--- config.mk ---
export PLATFORM = sky130hd
export DESIGN_NAME = lif_array_flat
export DESIGN_NICKNAME = d
export VERILOG_FILES = /design/src/rtl/lif_array_if.sv /design/src/rtl/lif_array.sv /design/src/flat_wrapper.sv
export SDC_FILE = /design/constraint.sdc
export NUM_CORES = 1
export LEC_CHECK = 0
export ABC_AREA = 1
export CAP_MARGIN = 5
export CORE_MARGIN = 3
export CORE_UTILIZATION = 52
export CTS_CLUSTER_DIAMETER = 50
export CTS_CLUSTER_SIZE = 30
export DETAILED_ROUTE_END_ITERATION = 10
export MAX_ROUTING_LAYER = met4
export PLACE_DENSITY = 0.89
export SETUP_SLACK_MARGIN = 0.2
export SYNTH_ARGS = -nofsm -noshare
export SYNTH_HDL_FRONTEND = slang
export SYNTH_SLANG_ARGS = --single-unit
--- constraint.sdc ---
create_clock -name clk -period 5.95 [get_ports clk]
set_input_delay 0.8925 -clock clk [delete_from_list [all_inputs] [get_ports clk]]
set_output_delay 0.8925 -clock clk [all_outputs]
set_load 0.03 [all_outputs]
--- src/rtl/lif_array_if.sv ---
// lif_array_if: step, config and counter signals between a driver and the lif_array neuron block.
interface lif_array_if #(
    parameter int N_CH = 4,
    parameter int W    = 8,
    parameter int RW   = 3
) ();
    logic              en;
    logic [N_CH*W-1:0] cur_in;
    logic              cfg_we;
    logic [W-1:0]      cfg_thresh;
    logic [2:0]        cfg_leak;
    logic [RW-1:0]     cfg_refrac;
    logic              cnt_clr;
    logic [N_CH*W-1:0] state_out;
    logic [N_CH-1:0]   spike;
    logic [15:0]       spike_cnt;
    modport master (
        output en, cur_in, cfg_we, cfg_thresh, cfg_leak, cfg_refrac, cnt_clr,
        input  state_out, spike, spike_cnt
    );
    modport slave (
        input  en, cur_in, cfg_we, cfg_thresh, cfg_leak, cfg_refrac, cnt_clr,
        output state_out, spike, spike_cnt
    );
endinterface

--- src/rtl/lif_array.sv ---
// lif_array: N_CH independent leaky integrate-and-fire neurons with shared config and a saturating spike counter.
module lif_array #(
    parameter int N_CH       = 4,
    parameter int W          = 8,
    parameter int RW         = 3,
    parameter int THRESH_RST = 200,
    parameter int LEAK_RST   = 0,
    parameter int REFRAC_RST = 0
) (
    input logic       clk,
    input logic       rst,
    lif_array_if.slave bus
);
    logic [W-1:0]    thresh_q, thresh_d;
    logic [2:0]      leak_q, leak_d;
    logic [RW-1:0]   refrac_q, refrac_d;
    logic [W-1:0]    state_q [N_CH];
    logic [W-1:0]    state_d [N_CH];
    logic [RW-1:0]   ref_q [N_CH];
    logic [RW-1:0]   ref_d [N_CH];
    logic [N_CH-1:0] spike_q, spike_d;
    logic [15:0]     cnt_q, cnt_d;
    logic [W:0]      sum [N_CH];
    logic [W-1:0]    sat [N_CH];
    logic [N_CH-1:0] fire;
    logic [16:0]     cnt_sum;
    // Neuron math reads the registered config, so a same-edge write only takes effect next step.
    always_comb begin
        thresh_d = bus.cfg_we ? bus.cfg_thresh : thresh_q;
        leak_d   = bus.cfg_we ? bus.cfg_leak : leak_q;
        refrac_d = bus.cfg_we ? bus.cfg_refrac : refrac_q;
        cnt_sum  = {1'b0, cnt_q};
        for (int i = 0; i < N_CH; i++) begin
            sum[i]     = {1'b0, state_q[i]} - ((leak_q == 3'd0) ? '0 : ({1'b0, state_q[i]} >> leak_q))
                         + {1'b0, bus.cur_in[i*W +: W]};
            sat[i]     = sum[i][W] ? '1 : sum[i][W-1:0];
            fire[i]    = (thresh_q != '0) && (sat[i] >= thresh_q);
            state_d[i] = !bus.en ? state_q[i] : ((ref_q[i] != '0) || fire[i]) ? '0 : sat[i];
            ref_d[i]   = !bus.en ? ref_q[i] : (ref_q[i] != '0) ? ref_q[i] - 1'b1 : fire[i] ? refrac_q : '0;
            spike_d[i] = bus.en && (ref_q[i] == '0) && fire[i];
            cnt_sum    = cnt_sum + 17'(spike_d[i]);
        end
        cnt_d = bus.cnt_clr ? '0 : cnt_sum[16] ? '1 : cnt_sum[15:0];
    end
    always_ff @(posedge clk) begin
        if (rst) begin
            thresh_q <= W'(THRESH_RST);
            leak_q   <= 3'(LEAK_RST);
            refrac_q <= RW'(REFRAC_RST);
            spike_q  <= '0;
            cnt_q    <= '0;
            for (int i = 0; i < N_CH; i++) begin
                state_q[i] <= '0;
                ref_q[i]   <= '0;
            end
        end else begin
            thresh_q <= thresh_d;
            leak_q   <= leak_d;
            refrac_q <= refrac_d;
            spike_q  <= spike_d;
            cnt_q    <= cnt_d;
            for (int i = 0; i < N_CH; i++) begin
                state_q[i] <= state_d[i];
                ref_q[i]   <= ref_d[i];
            end
        end
    end
    for (genvar g = 0; g < N_CH; g++) begin : g_out
        assign bus.state_out[g*W +: W] = state_q[g];
    end
    assign bus.spike     = spike_q;
    assign bus.spike_cnt = cnt_q;
endmodule

--- src/flat_wrapper.sv ---
// flat-port wrapper written by rule: the top's interface ports become plain ports
module lif_array_flat 
#(
    parameter int N_CH       = 4,
    parameter int W          = 8,
    parameter int RW         = 3,
    parameter int THRESH_RST = 200,
    parameter int LEAK_RST   = 0,
    parameter int REFRAC_RST = 0
)
  (clk, rst, bus_en, bus_cur_in, bus_cfg_we, bus_cfg_thresh, bus_cfg_leak, bus_cfg_refrac, bus_cnt_clr, bus_state_out, bus_spike, bus_spike_cnt);
  lif_array_if #(.N_CH(N_CH), .W(W), .RW(RW)) bus_i ();
  input logic clk;
  input logic rst;
  input wire logic [$bits(bus_i.en)-1:0] bus_en;
  input wire logic [$bits(bus_i.cur_in)-1:0] bus_cur_in;
  input wire logic [$bits(bus_i.cfg_we)-1:0] bus_cfg_we;
  input wire logic [$bits(bus_i.cfg_thresh)-1:0] bus_cfg_thresh;
  input wire logic [$bits(bus_i.cfg_leak)-1:0] bus_cfg_leak;
  input wire logic [$bits(bus_i.cfg_refrac)-1:0] bus_cfg_refrac;
  input wire logic [$bits(bus_i.cnt_clr)-1:0] bus_cnt_clr;
  output wire logic [$bits(bus_i.state_out)-1:0] bus_state_out;
  output wire logic [$bits(bus_i.spike)-1:0] bus_spike;
  output wire logic [$bits(bus_i.spike_cnt)-1:0] bus_spike_cnt;
  assign bus_i.en = bus_en;
  assign bus_i.cur_in = bus_cur_in;
  assign bus_i.cfg_we = bus_cfg_we;
  assign bus_i.cfg_thresh = bus_cfg_thresh;
  assign bus_i.cfg_leak = bus_cfg_leak;
  assign bus_i.cfg_refrac = bus_cfg_refrac;
  assign bus_i.cnt_clr = bus_cnt_clr;
  assign bus_state_out = bus_i.state_out;
  assign bus_spike = bus_i.spike;
  assign bus_spike_cnt = bus_i.spike_cnt;
  lif_array #(.N_CH(N_CH), .W(W), .RW(RW), .THRESH_RST(THRESH_RST), .LEAK_RST(LEAK_RST), .REFRAC_RST(REFRAC_RST)) u_core (.clk(clk), .rst(rst), .bus(bus_i));
endmodule
# Word-level counts from Yosys, hierarchy flattened
# Memories as Yosys holds them, arrays and structs flattened.
# Index checks and enable logic that the tools add are counted.
[totals]
ff_bits = 34
ram_bits = 44
in_bits = 51
out_inout_bits = 52
wordCells = 106
memories = 2
[op_classes]
add_sub_neg = 16
magnitude_cmp = 4
n_shift = 4
n_mux = 40
bitwise = 8
n_reduce_logical = 27
[memory_table]
columns = ["name", "depth", "word_bits", "rd", "rd_ports_with_merged_regs", "write_ports", "line_no", "source"]
rows = [
  ["u_core.state_q", 4, 8, 4, 0, 4, "lif_array.sv:17", "logic [W-1:0] state_q [N_CH];"],
  ["u_core.ref_q", 4, 3, 4, 0, 4, "lif_array.sv:19", "logic [RW-1:0] ref_q [N_CH];"],
]
[ops]
columns = ["op", "count"]
rows = [
  ["two-way mux 8 bit", 16],
  ["adder 17 x 1 -> 17 bit", 3],
  ["two-way mux 3 bit", 16],
  ["adder 9 x 8 -> 9 bit", 4],
  ["two-way mux 9 bit", 4],
  ["right shift 8 x 3 -> 9 bit", 4],
  ["subtractor 8 x 9 -> 9 bit", 4],
  ["greater-or-equal comparator 8 bit", 4],
  ["adder 16 x 1 -> 17 bit", 1],
  ["two-way mux 16 bit", 1],
  ["zero test 3 bit", 5],
  ["logical AND 1 bit", 12],
  ["nonzero test 3 bit", 4],
  ["subtractor 3 x 1 -> 3 bit, second input constant", 4],
  ["OR 1 bit", 8],
  ["nonzero test 8 bit", 1],
  ["logical OR 1 bit", 4],
  ["two-way mux 1 bit", 3],
  ["OR reduction 2 bit", 1],
]

# Depth between registers and ports, before layout
# Gate-level depths: netlist (run 1).
[logic_depth]
word_depth = 13
depth_mapped = 46
depth_no_buf = 45

# Least setup slack after synthesis (run 1)
# OpenSTA, ideal clock, no wires.
[synth_path]
path_type = "reg2reg"
start = "reg u_core.leak_q[1]"
end = "reg u_core.cnt_q[14], in the netlist u_core.bus.spike_cnt[14]"
setup_time_ns = 0.109
t_arrival_ns = 5.517
t_required_ns = 5.841
setup_slack_ns = 0.324
stages_incl_launch_ff = 38
path_buffers = 2
period_less_slack_ns = 5.626
cell_sequence = "dfxtp_1 clkbuf_1 inv_1 clkbuf_1 o21ai_0 o21ai_0 o22ai_1 fa_1 fa_1 inv_1 nand3_1 nand2_1 nand2_1 nand2_1 nand2_1 nand2_2 nand2_1 ha_1 [... 2 more ...] nand4_1 nand3_1 nand2_4 inv_1 nand2_1 fa_1 fa_1 inv_1 fa_1 nand2_1 nor2_2 nand3_2 nor2_4 inv_2 o21ai_0 nand3b_1 nand2_1 inv_1"
[synth_via]
elab_chain_len = 13
elab_cells_between_ends = 38
cone_classes = "add/sub (12); order compare (4); shift (4); mux (9); reduce/logical (9)"
[synth_lines]
columns = ["item", "line_no", "source"]
rows = [
  ["start, declared", "lif_array.sv:15", "logic [2:0] leak_q, leak_d;"],
  ["start signal, assigned", "lif_array.sv:48", "leak_q <= 3'(LEAK_RST);"],
  ["start signal, assigned", "lif_array.sv:58", "leak_q <= leak_d;"],
  ["right shift 8 x 3 -> 9 bit or zero test 3 bit (tied branches)", "lif_array.sv:34", "sum[i] = {1'b0, state_q[i]} - ((leak_q == 3'd0) ? '0 : ({1'b0, state_q[i]} >> leak_q))"],
  ["two-way mux 9 bit", "lif_array.sv:34", ""],
  ["subtractor 8 x 9 -> 9 bit", "lif_array.sv:34", ""],
  ["adder 9 x 8 -> 9 bit", "lif_array.sv:35", "+ {1'b0, bus.cur_in[i*W +: W]};"],
  ["two-way mux 8 bit", "lif_array.sv:36", "sat[i] = sum[i][W] ? '1 : sum[i][W-1:0];"],
  ["greater-or-equal comparator 8 bit", "lif_array.sv:37", "fire[i] = (thresh_q != '0) && (sat[i] >= thresh_q);"],
  ["logical AND 1 bit", "lif_array.sv:37", ""],
  ["logical AND 1 bit", "lif_array.sv:40", "spike_d[i] = bus.en && (ref_q[i] == '0) && fire[i];"],
  ["adder 16 x 1 -> 17 bit", "lif_array.sv:41", "cnt_sum = cnt_sum + 17'(spike_d[i]);"],
  ["adder 17 x 1 -> 17 bit (2 in a row)", "lif_array.sv:41", ""],
  ["adder 17 x 1 -> 17 bit *", "lif_array.sv:41", ""],
  ["two-way mux 16 bit *", "lif_array.sv:43", "cnt_d = bus.cnt_clr ? '0 : cnt_sum[16] ? '1 : cnt_sum[15:0];"],
  ["end signal, assigned", "lif_array.sv:61", "cnt_q <= cnt_d;"],
  ["end, declared", "lif_array.sv:22", "logic [15:0] cnt_q, cnt_d;"],
]
# Mark *: on every way between the ends. The rest lies on a longest branch, timed or not.
# A chain may end at the register's enable or synchronous reset.

# Worst setup path after layout (run 1)
[layout_path]
start = "reg u_core.leak_q[2]"
end = "reg u_core.cnt_q[10], in the netlist u_core.bus.spike_cnt[10]"
# The elaborated chain is that of the path after synthesis.

==> results of run 1 <==
==> cell families (layout without fill, tap and decap cells) <==
group	Yosys count	after routing	share of synthesized area, %
xor+xnor	22	22	2.49
mux	1	1	0.129
buf+inv	294	463	14.4
flops	78	78	20.2
compound gates	197	197	14.0
fa+ha+maj	112	112	21.1
simple gates	501	501	27.7
==> layout make-up <==
| cell class | count | area [um2] |
|---|---|---|
| clock buffer | 10 | 239 |
| multi-input combinational | 833 | 5560 |
| tap | 180 | 225 |
| clock inverter | 6 | 68.8 |
| fill | 995 | 3810 |
| inverter | 265 | 1000 |
| sequential | 78 | 1570 |
| timing repair buffer | 182 | 1730 |
==> registers in the layout, indices dropped and copies added, names as in the netlist <==
signal,flops
u_core.state_q,32
u_core.leak_q,3
u_core.bus.spike_cnt,16
u_core.refrac_q,3
u_core.bus.spike,4
u_core.thresh_q,8
u_core.ref_q,12
==> critical path: cells and delay by family, from the launching register on <==
family,cells,cell delay [ns]
compound gates,3,0.49
fa+ha+maj,6,2.03
flops,1,0.35
simple gates,21,2.41
buf+inv,8,0.65
==> what timing repair did <==
action,in CTS,in global routing
buffers inserted,10,9
resized for setup,56,108
endpoints found under the setup margin,16,16
pin swaps,18,32
cloned,2,1
==> cell usage after synthesis, drive strengths merged (12+ instances only) <==
| library cell | n | area [um2] |
|---|---|---|
| a21oi | 92 | 487 |
| clkbuf | 21 | 78.8 |
| dfxtp | 78 | 1560 |
| fa | 31 | 621 |
| ha | 81 | 1010 |
| inv | 262 | 983 |
| nand2 | 319 | 1220 |
| nand3 | 66 | 345 |
| nand4 | 13 | 81.3 |
| nor2 | 80 | 318 |
| o21ai | 81 | 405 |
| xnor2 | 12 | 105 |
==> power by group <==
group / total (uW) / switching, uW / leakage, uW / internal (uW)
clock network: 583 / 243 / 0.000149 / 340
logic: 4460 / 2600 / 0.00425 / 1870
registers: 769 / 135 / 0.000639 / 634
==> stage by stage <==
stage	util, %	cell area [um2]	setup WS (ns)
final	73.2	10400	-0.0362
after global routing	73.2	10400	-0.323
after CTS	69.7	9890	0.203
after detailed placement	65.5	9310	-0.294
after global placement	65.5	9310	-0.124
after floorplan	-	7730	0.324
==> layer usage <==
layer | global-route usage [%] | routed length [um]
met3 | 3.38 | 2240
met1 | 34.3 | 9840
met5 | - | 0
met4 | 13.3 | 1630
met2 | 47.8 | 12400
==> worst paths after layout <==
path	start	end	slack, ns
setup / recovery	u_core.leak_q[2]$_SDFFE_PP0P_	u_core.bus.spike_cnt[10]$_SDFF_PP0_	-0.04
hold / removal	u_core.refrac_q[1]$_SDFFE_PP0P_	u_core.ref_q[0][1]$_SDFFE_PP0P_	0.49
setup reg to reg	u_core.leak_q[2]$_SDFFE_PP0P_	u_core.bus.spike_cnt[10]$_SDFF_PP0_	-0.04
hold reg to reg	u_core.refrac_q[1]$_SDFFE_PP0P_	u_core.ref_q[0][1]$_SDFFE_PP0P_	0.49
==> reports/qor.yml, run 1 <==
status:
  status: "finished, violations left"
  violations: "setup timing"
setup_path:
  path_common_cell: "nand2_1"
  startpoint_type: "flop"
  worst_path_max_delay_cell: "fa_1"
  cp-end-kind: "flop"
  cp.required_ns: 6.24
  ff2ff_path_depth: 38
  path_class: "flop to flop"
  arrival_ns: 6.28
  cpPeakStageDelay_ns: 0.46
  crit_fanout: 8
yosys:
  synthFlopType: "dfxtp_1"
  synth.cell_area_um2: 7730
  syn_area_per_cell_um2: 6.42
  syn_inst: 1205
  synth_nets: 1368
  synth.distinct_cells: 41
  yosysSeqAreaShare_pct: 20.2
  synth-seq-cells: 78
  synth-edff-count: 0
  ys.warnings.count: 0
  synthArstFlopShare_pct: 0
pwr:
  p_leak_uw: 0.00504
  power_density_nw_per_um2: 560
  peakVddDrop_v: 0.000256
  total_power_uw: 5820
min_path:
  whs_path_depth: 2
  hold_class: "flop to flop"
detailed_routing:
  drtPass1Iterations: 7
  drt_iter0_drc: 1003
  drc_errors: 0
  ant_nets: 0
  vias: 8876
  viasPerCell: 5.71
  avgRoutedWirePerCell_um: 16.8
  drt-total-wl_mm: 26.2
global_route:
  antenna_found_initial: 0
  grt_pass1_wl_mm: 37.1
  track_usage_pct: 28.5
  grt_pass1_vias: 8194
  grt_overflow_total: 0
  grt_start_max_net_pins: 40
layout:
  n_antenna_cell: 0
  final_cell_mix: "286 x nand2_1, 248 x inv_1, 102 x clkdlybuf4s50_1"
  nNetsFinal: 1532
  instances_no_fill: 1554
  layout_commonest_cell: "nand2_1"
  area_delta_synth_final_pct: 34.4
  drive_gt1_share_pct: 16.2
die:
  pin_count: 103
  placementRows: 43
  core_um2: 14200
  die_width_um: 128
  die-area_um2: 16400
  die_h_um: 128
  start_util_pct: 54.4
sta:
  fin_skew_ns: 0.00870
  holdWs_ns: 0.489
  grt_setup_unrepaired: "true"
  slew_viol_final: 0
  hold_violations: 0
  period_share_pct: 101
  worst_slack_ns: -0.0362
  fmax_mhz: 167
  relSlewSlack_pct: 53.8
  finalSetupViolCount: 1
  finalSetupTns_ns: -0.0362
  timing.final.crit_period_ns: 5.99
  tightest_slew_ns: 0.693
placement:
  placedCellCount: 1516
  gp_congestion: 0.920
  hpwl_mm: 16.9
  port_buffers: 102
clock_tree:
  clk_path_buf_depth: 2
  tritoncts: "done"
  clkTransAtPathRegs_ns: 0.07
  htreeDepth: 3
  cts-root-buf: "clkbuf_16"
  cts.sinks: 78
  clk-insertion-delay-late_ns: 0.35
  ctsHoldBuffers: 0
  cts_inserted_buffers: 9
job:
  cap_viol_max_count: 0
Power figures use the tool's default switching activity.
==> run 2: changes to the inputs <==
Settings changed: CORE_UTILIZATION 52 to 53, CTS_BUF_LIST set to sky130_fd_sc_hd__clkbuf_4, PLACE_DENSITY 0.89 to 0.9.
==> run 2 against run 1 <==
Clock skew increased by 0.017 ns. Critical path depth increased by 1. Count of clock-buffer cells in the layout is the same. Via count rose by 4.7%. Total power rose by 3.5%. Sequential power about the same. The flow still finishes with violations (setup timing). Largest cell class unchanged. Cell area increased by 1.3%. Core utilization rose by 1.5 points. Clock power is 34% lower. Critical endpoint unchanged. Highest routed layer unchanged. Combinational power rose by 9.0%. First-iteration DRC count up 27%.
==> reports/qor.yml, run 2 (synthesis results as in run 1) <==
clock_tree:
  clkTransAtPathRegs_ns: 0.14  # +0.07 ns
  cts-root-buf: "clkbuf_4"
  clk-insertion-delay-late_ns: 0.46  # +0.11 ns
  cts_inserted_buffers: 9  # unchanged
  htreeDepth: 3  # unchanged
  tritoncts: "done"
  clk_path_buf_depth: 2  # unchanged
  cts.sinks: 78  # unchanged
die:
  die_h_um: 127  # -0.90%
  start_util_pct: 54.8  # +0.42 points
  pin_count: 103  # unchanged
  die_width_um: 127  # -0.90%
  die-area_um2: 16100  # -1.8%
  placementRows: 43  # unchanged
  core_um2: 14100  # -0.76%
detailed_routing:
  drt-total-wl_mm: 28.2  # +8.0%
  drt_iter0_drc: 1269  # +27%
  vias: 9290  # +4.7%
  drc_errors: 0  # unchanged
  met3_length_mm: 2.70  # +21%
  wl_met2_mm: 13.3  # +7.0%
  routed.top_layer: "met4"
  ant_nets: 0  # unchanged
  drt-met1-wl_mm: 10.4  # +5.4%
  drtPass1Iterations: 6  # -1
  viasPerCell: 5.96  # +4.3%
  avgRoutedWirePerCell_um: 18.1  # +7.6%
setup_path:
  critPathTopFamily: "simple AND/OR/NAND/NOR gates"
  cp.required_ns: 6.37  # +0.13 ns
  worst_path_max_delay_cell: "fa_1"
  path_common_cell: "nand2_1"
  cpPeakStageDelay_ns: 0.50  # +0.04 ns
  crit_buf_inv: 8  # unchanged
  arrival_ns: 6.53  # +0.25 ns
  startpoint_type: "flop"
  crit_fanout: 15  # +7
  ff2ff_path_depth: 39  # +2.6%
  path_class: "flop to flop"
  crit_cells: 39  # +2.6%
  cp-end-kind: "flop"
sta:
  slew_viol_final: 0  # unchanged
  grt_setup_unrepaired: "true"
  relSlewSlack_pct: 54.5  # +0.68 points
  finalSetupViolCount: 16  # +15
  timing.final.crit_period_ns: 6.11  # +0.128 ns
  period_share_pct: 103  # +2.2 points
  tightest_slew_ns: 0.682  # -0.0102 ns
  fmax_mhz: 164  # -2.1%
  hold_violations: 0  # unchanged
  fin_skew_ns: 0.0258  # +0.0171 ns
  finalSetupTns_ns: -1.13  # -1.10 ns
  worst_slack_ns: -0.164  # -0.128 ns
pwr:
  power_density_nw_per_um2: 572  # +2.2%
  total_power_uw: 6020  # +3.5%
  p_leak_uw: 0.00504  # about the same
  peakVddDrop_v: 0.000245  # -4.4%
min_path:
  whs_path_depth: 2  # unchanged
  hold_class: "flop to flop"
global_route:
  antenna_found_initial: 1  # +1
  track_usage_pct: 28.0  # -0.55 points
  grt_overflow_total: 0  # unchanged
  grt_start_max_net_pins: 40  # unchanged
  grt_pass1_wl_mm: 36.4  # -2.0%
  grt_pass1_vias: 8070  # -1.5%
status:
  violations: "setup timing"
  status: "finished, violations left"
layout:
  nNetsFinal: 1536  # +0.26%
  largest_reg_flops: 32  # unchanged
  final_cell_mix: "278 x nand2_1, 247 x inv_1, 102 x clkdlybuf4s50_1"
  layout_commonest_cell: "nand2_1"
  top_register: "u_core.state_q"
  area_delta_synth_final_pct: 36.1
  drive_gt1_share_pct: 18.5  # +2.3 points
placement:
  port_buffers: 102  # unchanged
  gp_congestion: 0.945  # +2.7%
  hpwl_mm: 16.8  # -0.79%
job:
  cap_viol_max_count: 0  # unchanged
## run 2: cell types whose count changed in the layout (fill, tap and decap cells not counted), moves of 3 or more
cell,previous run,this run
ha_4,11,21
clkbuf_16,10,1
buf_4,66,70
clkbuf_4,0,10
o21ai_1,27,20
nand2_1,286,278
ha_1,68,57
a21oi_2,14,11
nand2_4,11,17
o21ai_2,4,11
nand3_1,57,54
## run 2: cell type report
cell class,count,area [um2]
inverter,265,1000
clock inverter,6,86.3
timing repair buffer,186,1750
tap,180,225
antenna,1,2.50
clock buffer,10,75.1
sequential,78,1570
multi-input combinational,833,5810
fill,909,3570
## run 2: metal layers
metal | global-route usage [%] | up-vias
li1 | - | 4102
met1 | 33.8 | 4233
met2 | 46.5 | 748
met3 | 4.55 | 207
met4 | 11.6 | 0
met5 | - | -
## run 2: worst paths after layout
check	slack [ns]	endpoint	from
max	-0.16	u_core.bus.spike_cnt[10]$_SDFF_PP0_	u_core.leak_q[0]$_SDFFE_PP0P_
min	0.50	u_core.ref_q[0][1]$_SDFFE_PP0P_	u_core.refrac_q[1]$_SDFFE_PP0P_
max reg2reg	-0.16	u_core.bus.spike_cnt[10]$_SDFF_PP0_	u_core.leak_q[0]$_SDFFE_PP0P_
min reg2reg	0.50	u_core.ref_q[0][1]$_SDFFE_PP0P_	u_core.refrac_q[1]$_SDFFE_PP0P_
## run 2: stage by stage
step / instances / util (%) / hold slack [ns] / area (um2) / setup slack, ns
2_1_floorplan: 1205 / - / 0.457 / 7730 / 0.324
4_1_cts: 1540 / 68.7 / 0.496 / 9680 / 0.214
3_5_place_dp: 1513 / 65.8 / 0.477 / 9280 / -0.279
5_1_grt: 1559 / 74.7 / 0.510 / 10500 / -0.434
3_3_place_gp: 1513 / 65.8 / 0.463 / 9280 / -0.126
6_report: 1559 / 74.7 / 0.497 / 10500 / -0.164
## run 2: power breakdown
group	internal [uW]	switching, uW	leakage (uW)
combinational	2030	2830	0.00431
sequential	633	138	0.000639
clock	174	211	0.0000864
## run 2: tightest hold or removal path, cell delays in order (launching register included)
cell and delay (ns):
dfxtp_1 0.34, nand3_1 0.08, a21oi_1 0.05
## run 2: what timing repair did
item / 4_1_cts / 5_1_grt
gates resized for setup: 47 / 160
gates cloned: 2 / 1
setup endpoints to repair: 16 / 16
pin swaps: 16 / 55
buffers inserted: 9 / 17
hold buffers: 0 / 0
==> run 3: changes to the inputs <==
--- a/config.mk
+++ b/config.mk
@@ -21 +21,2 @@
 export SYNTH_SLANG_ARGS = --single-unit
+export TNS_END_PERCENT = 50
--- a/constraint.sdc
+++ b/constraint.sdc
@@ -3,2 +3,2 @@
 set_output_delay 0.8925 -clock clk [all_outputs]
-set_load 0.03 [all_outputs]
+set_load 0.005 [all_outputs]
==> run 3 against run 2 <==
The run still ends with setup timing left. Sequential cell count unchanged. Maximum frequency up 1.3%. Sequential power down 0.5%. Final cell count down 0.32%. Total power down 7.0%. First-iteration DRC count down 21%. Critical path type unchanged. Largest cell class unchanged. Highest routed layer unchanged.
==> reports/qor.yml, run 3 (synthesis results as in run 1) <==
status:
  status: "finished, violations left"
  violations: "setup timing"
clock_tree:
  clk-insertion-delay-late_ns: 0.46  # about the same
  ctsHoldBuffers: 0  # unchanged
  tritoncts: "done"
  cts_inserted_buffers: 9  # unchanged
  cts-root-buf: "clkbuf_4"
  clk_path_buf_depth: 2  # unchanged
  clkTransAtPathRegs_ns: 0.15  # about the same
  htreeDepth: 3  # unchanged
  cts.sinks: 78  # unchanged
layout:
  fin_util_pct: 73.4  # -1.3 points
  drive_gt1_share_pct: 17.0  # -1.5 points
  layout_commonest_cell: "nand2_1"
  final_cell_mix: "277 x nand2_1, 249 x inv_1, 102 x clkdlybuf4s50_1"
  n_antenna_cell: 0  # -1
  top_register: "u_core.state_q"
  area_delta_synth_final_pct: 33.8
  nNetsFinal: 1532  # -0.26%
  seqCellArea_um2: 1570  # unchanged
  largest_reg_flops: 32  # unchanged
  fillers: 951  # +4.6%
  multi_input_area_um2: 5670  # -2.4%
sta:
  fmax_mhz: 166  # +1.3%
  period_share_pct: 101  # -1.3 points
  hold_violations: 0  # unchanged
  timing.final.crit_period_ns: 6.03  # -0.0803 ns
  grt_setup_unrepaired: "true"
  tightest_slew_ns: 0.707  # +0.0246 ns
  slew_viol_final: 0  # unchanged
  finalSetupTns_ns: -0.434  # +0.699 ns
  finalSetupViolCount: 9  # -7
  fin_skew_ns: 0.0207  # -0.00513 ns
  worst_slack_ns: -0.0839  # +0.0803 ns
  relSlewSlack_pct: 52.8  # -1.6 points
pwr:
  p_leak_uw: 0.00501  # -0.54%
  swShare_pct: 51.1  # -1.7 points
  power.share.clock_pct: 6.9  # +0.5 points
  peakVddDrop_v: 0.000228  # -7.1%
  power_density_nw_per_um2: 542  # -5.3%
  p_sw_uw: 2860  # -10%
  p_int_uw: 2740  # -3.5%
  power_frac_comb_pct: 79.4  # -1.4 points
  power_frac_seq_pct: 13.7  # +0.9 points
global_route:
  track_usage_pct: 27.9  # -0.045 points
  grt_pass1_vias: 8062  # -0.099%
  grt_overflow_total: 0  # unchanged
  grt_pass1_wl_mm: 36.3  # about the same
  antenna_found_initial: 0  # -1
  grt_start_max_net_pins: 40  # unchanged
setup_path:
  crit_fanout: 8  # -7
  rrSetupSlack_ns: -0.08  # +0.08 ns
  critPathTopFamily: "simple AND/OR/NAND/NOR gates"
  path_class: "flop to flop"
  crit_buf_inv: 9  # +1
  cp.required_ns: 6.37  # about the same
  startpoint_type: "flop"
  path_common_cell: "nand2_1"
  cp-end-kind: "flop"
  arrival_ns: 6.46  # -0.07 ns
  worst_path_max_delay_cell: "fa_1"
  cpPeakStageDelay_ns: 0.51  # about the same
min_path:
  hold_class: "flop to flop"
placement:
  port_buffers: 102  # unchanged
  hpwl_mm: 16.8  # unchanged
  gp_congestion: 0.945  # unchanged
detailed_routing:
  viasPerCell: 5.80  # -2.6%
  drt_iter0_drc: 1000  # -21%
  ant_nets: 0  # unchanged
  avgRoutedWirePerCell_um: 16.8  # -7.0%
  vias: 9018  # -2.9%
  drc_errors: 0  # unchanged
  drt-total-wl_mm: 26.2  # -7.3%
  drtPass1Iterations: 9  # +3
die:
  pin_count: 103  # unchanged
  placementRows: 43  # unchanged
  die_h_um: 127  # unchanged
  die_width_um: 127  # unchanged
  die-area_um2: 16100  # unchanged
  core_um2: 14100  # unchanged
  start_util_pct: 54.8  # unchanged
job:
  cap_viol_max_count: 0  # unchanged
-- run 3: power groups by stage --
stage / sequential, uW / clock, uW / combinational (uW)
final: 768 / 385 / 4450
after global routing: 774 / 403 / 4850
after CTS: 753 / 382 / 3570
after detailed placement: 763 / 0 / 3430
after global placement: 759 / 0 / 3280
after floorplan: 730 / 0 / 2290
-- run 3: stage by stage --
| step | hold WS (ns) | total power (uW) | worst slack (ns) | area [um2] | std cells |
|---|---|---|---|---|---|
| 2_1_floorplan | 0.457 | 3020 | 0.350 | 7730 | 1205 |
| 5_1_grt | 0.510 | 6030 | -0.409 | 10300 | 1554 |
| 3_3_place_gp | 0.463 | 4040 | -0.126 | 9280 | 1513 |
| 4_1_cts | 0.496 | 4710 | 0.182 | 9670 | 1540 |
| 6_report | 0.498 | 5600 | -0.0839 | 10300 | 1554 |
| 3_5_place_dp | 0.477 | 4190 | -0.279 | 9280 | 1513 |
-- run 3: tightest hold or removal path, delay by kind of cell, from the launching register on --
| family | cells | cell delay (ns) |
|---|---|---|
| AND/OR/NAND/NOR | 1 | 0.08 |
| flip-flops | 1 | 0.34 |
| AO/OA/AOI/OAI | 1 | 0.05 |
-- run 3: final cells by class --
class                   instances  area share, %
inverters                     265           9.68
repair buffers                182           16.6
flip-flops and latches         78           15.1
clock inverters                 6          0.835
well taps                     180           2.18
multi-input cells             833           54.8
clock buffers                  10          0.726
-- run 3: per-layer routing --
layer | track usage [%] | vias up | part of all wire, %
met5 | - | - | 0
met4 | 11.7 | 0 | 5.5
met3 | 4.17 | 168 | 9.2
met2 | 46.3 | 632 | 48
met1 | 34.0 | 4123 | 37
li1 | - | 4095 | -
-- run 3: repair_timing --
item                       in CTS  in global routing
pin swaps                      15                 51
buffers inserted                9                 13
setup endpoints to repair      16                 16
resized for setup              45                129
hold endpoints to repair        0                  0
gates cloned                    2                  1
-- run 3: worst paths after layout --
check / startpoint / end / depth (start not counted)
worst max register to register: u_core.leak_q[0]$_SDFFE_PP0P_ / u_core.bus.spike_cnt[9]$_SDFF_PP0_ / 38
worst min-delay path: u_core.refrac_q[1]$_SDFFE_PP0P_ / u_core.ref_q[0][1]$_SDFFE_PP0P_ / 2
worst min register to register: u_core.refrac_q[1]$_SDFFE_PP0P_ / u_core.ref_q[0][1]$_SDFFE_PP0P_ / 2
worst max-delay path: u_core.leak_q[0]$_SDFFE_PP0P_ / u_core.bus.spike_cnt[9]$_SDFF_PP0_ / 38
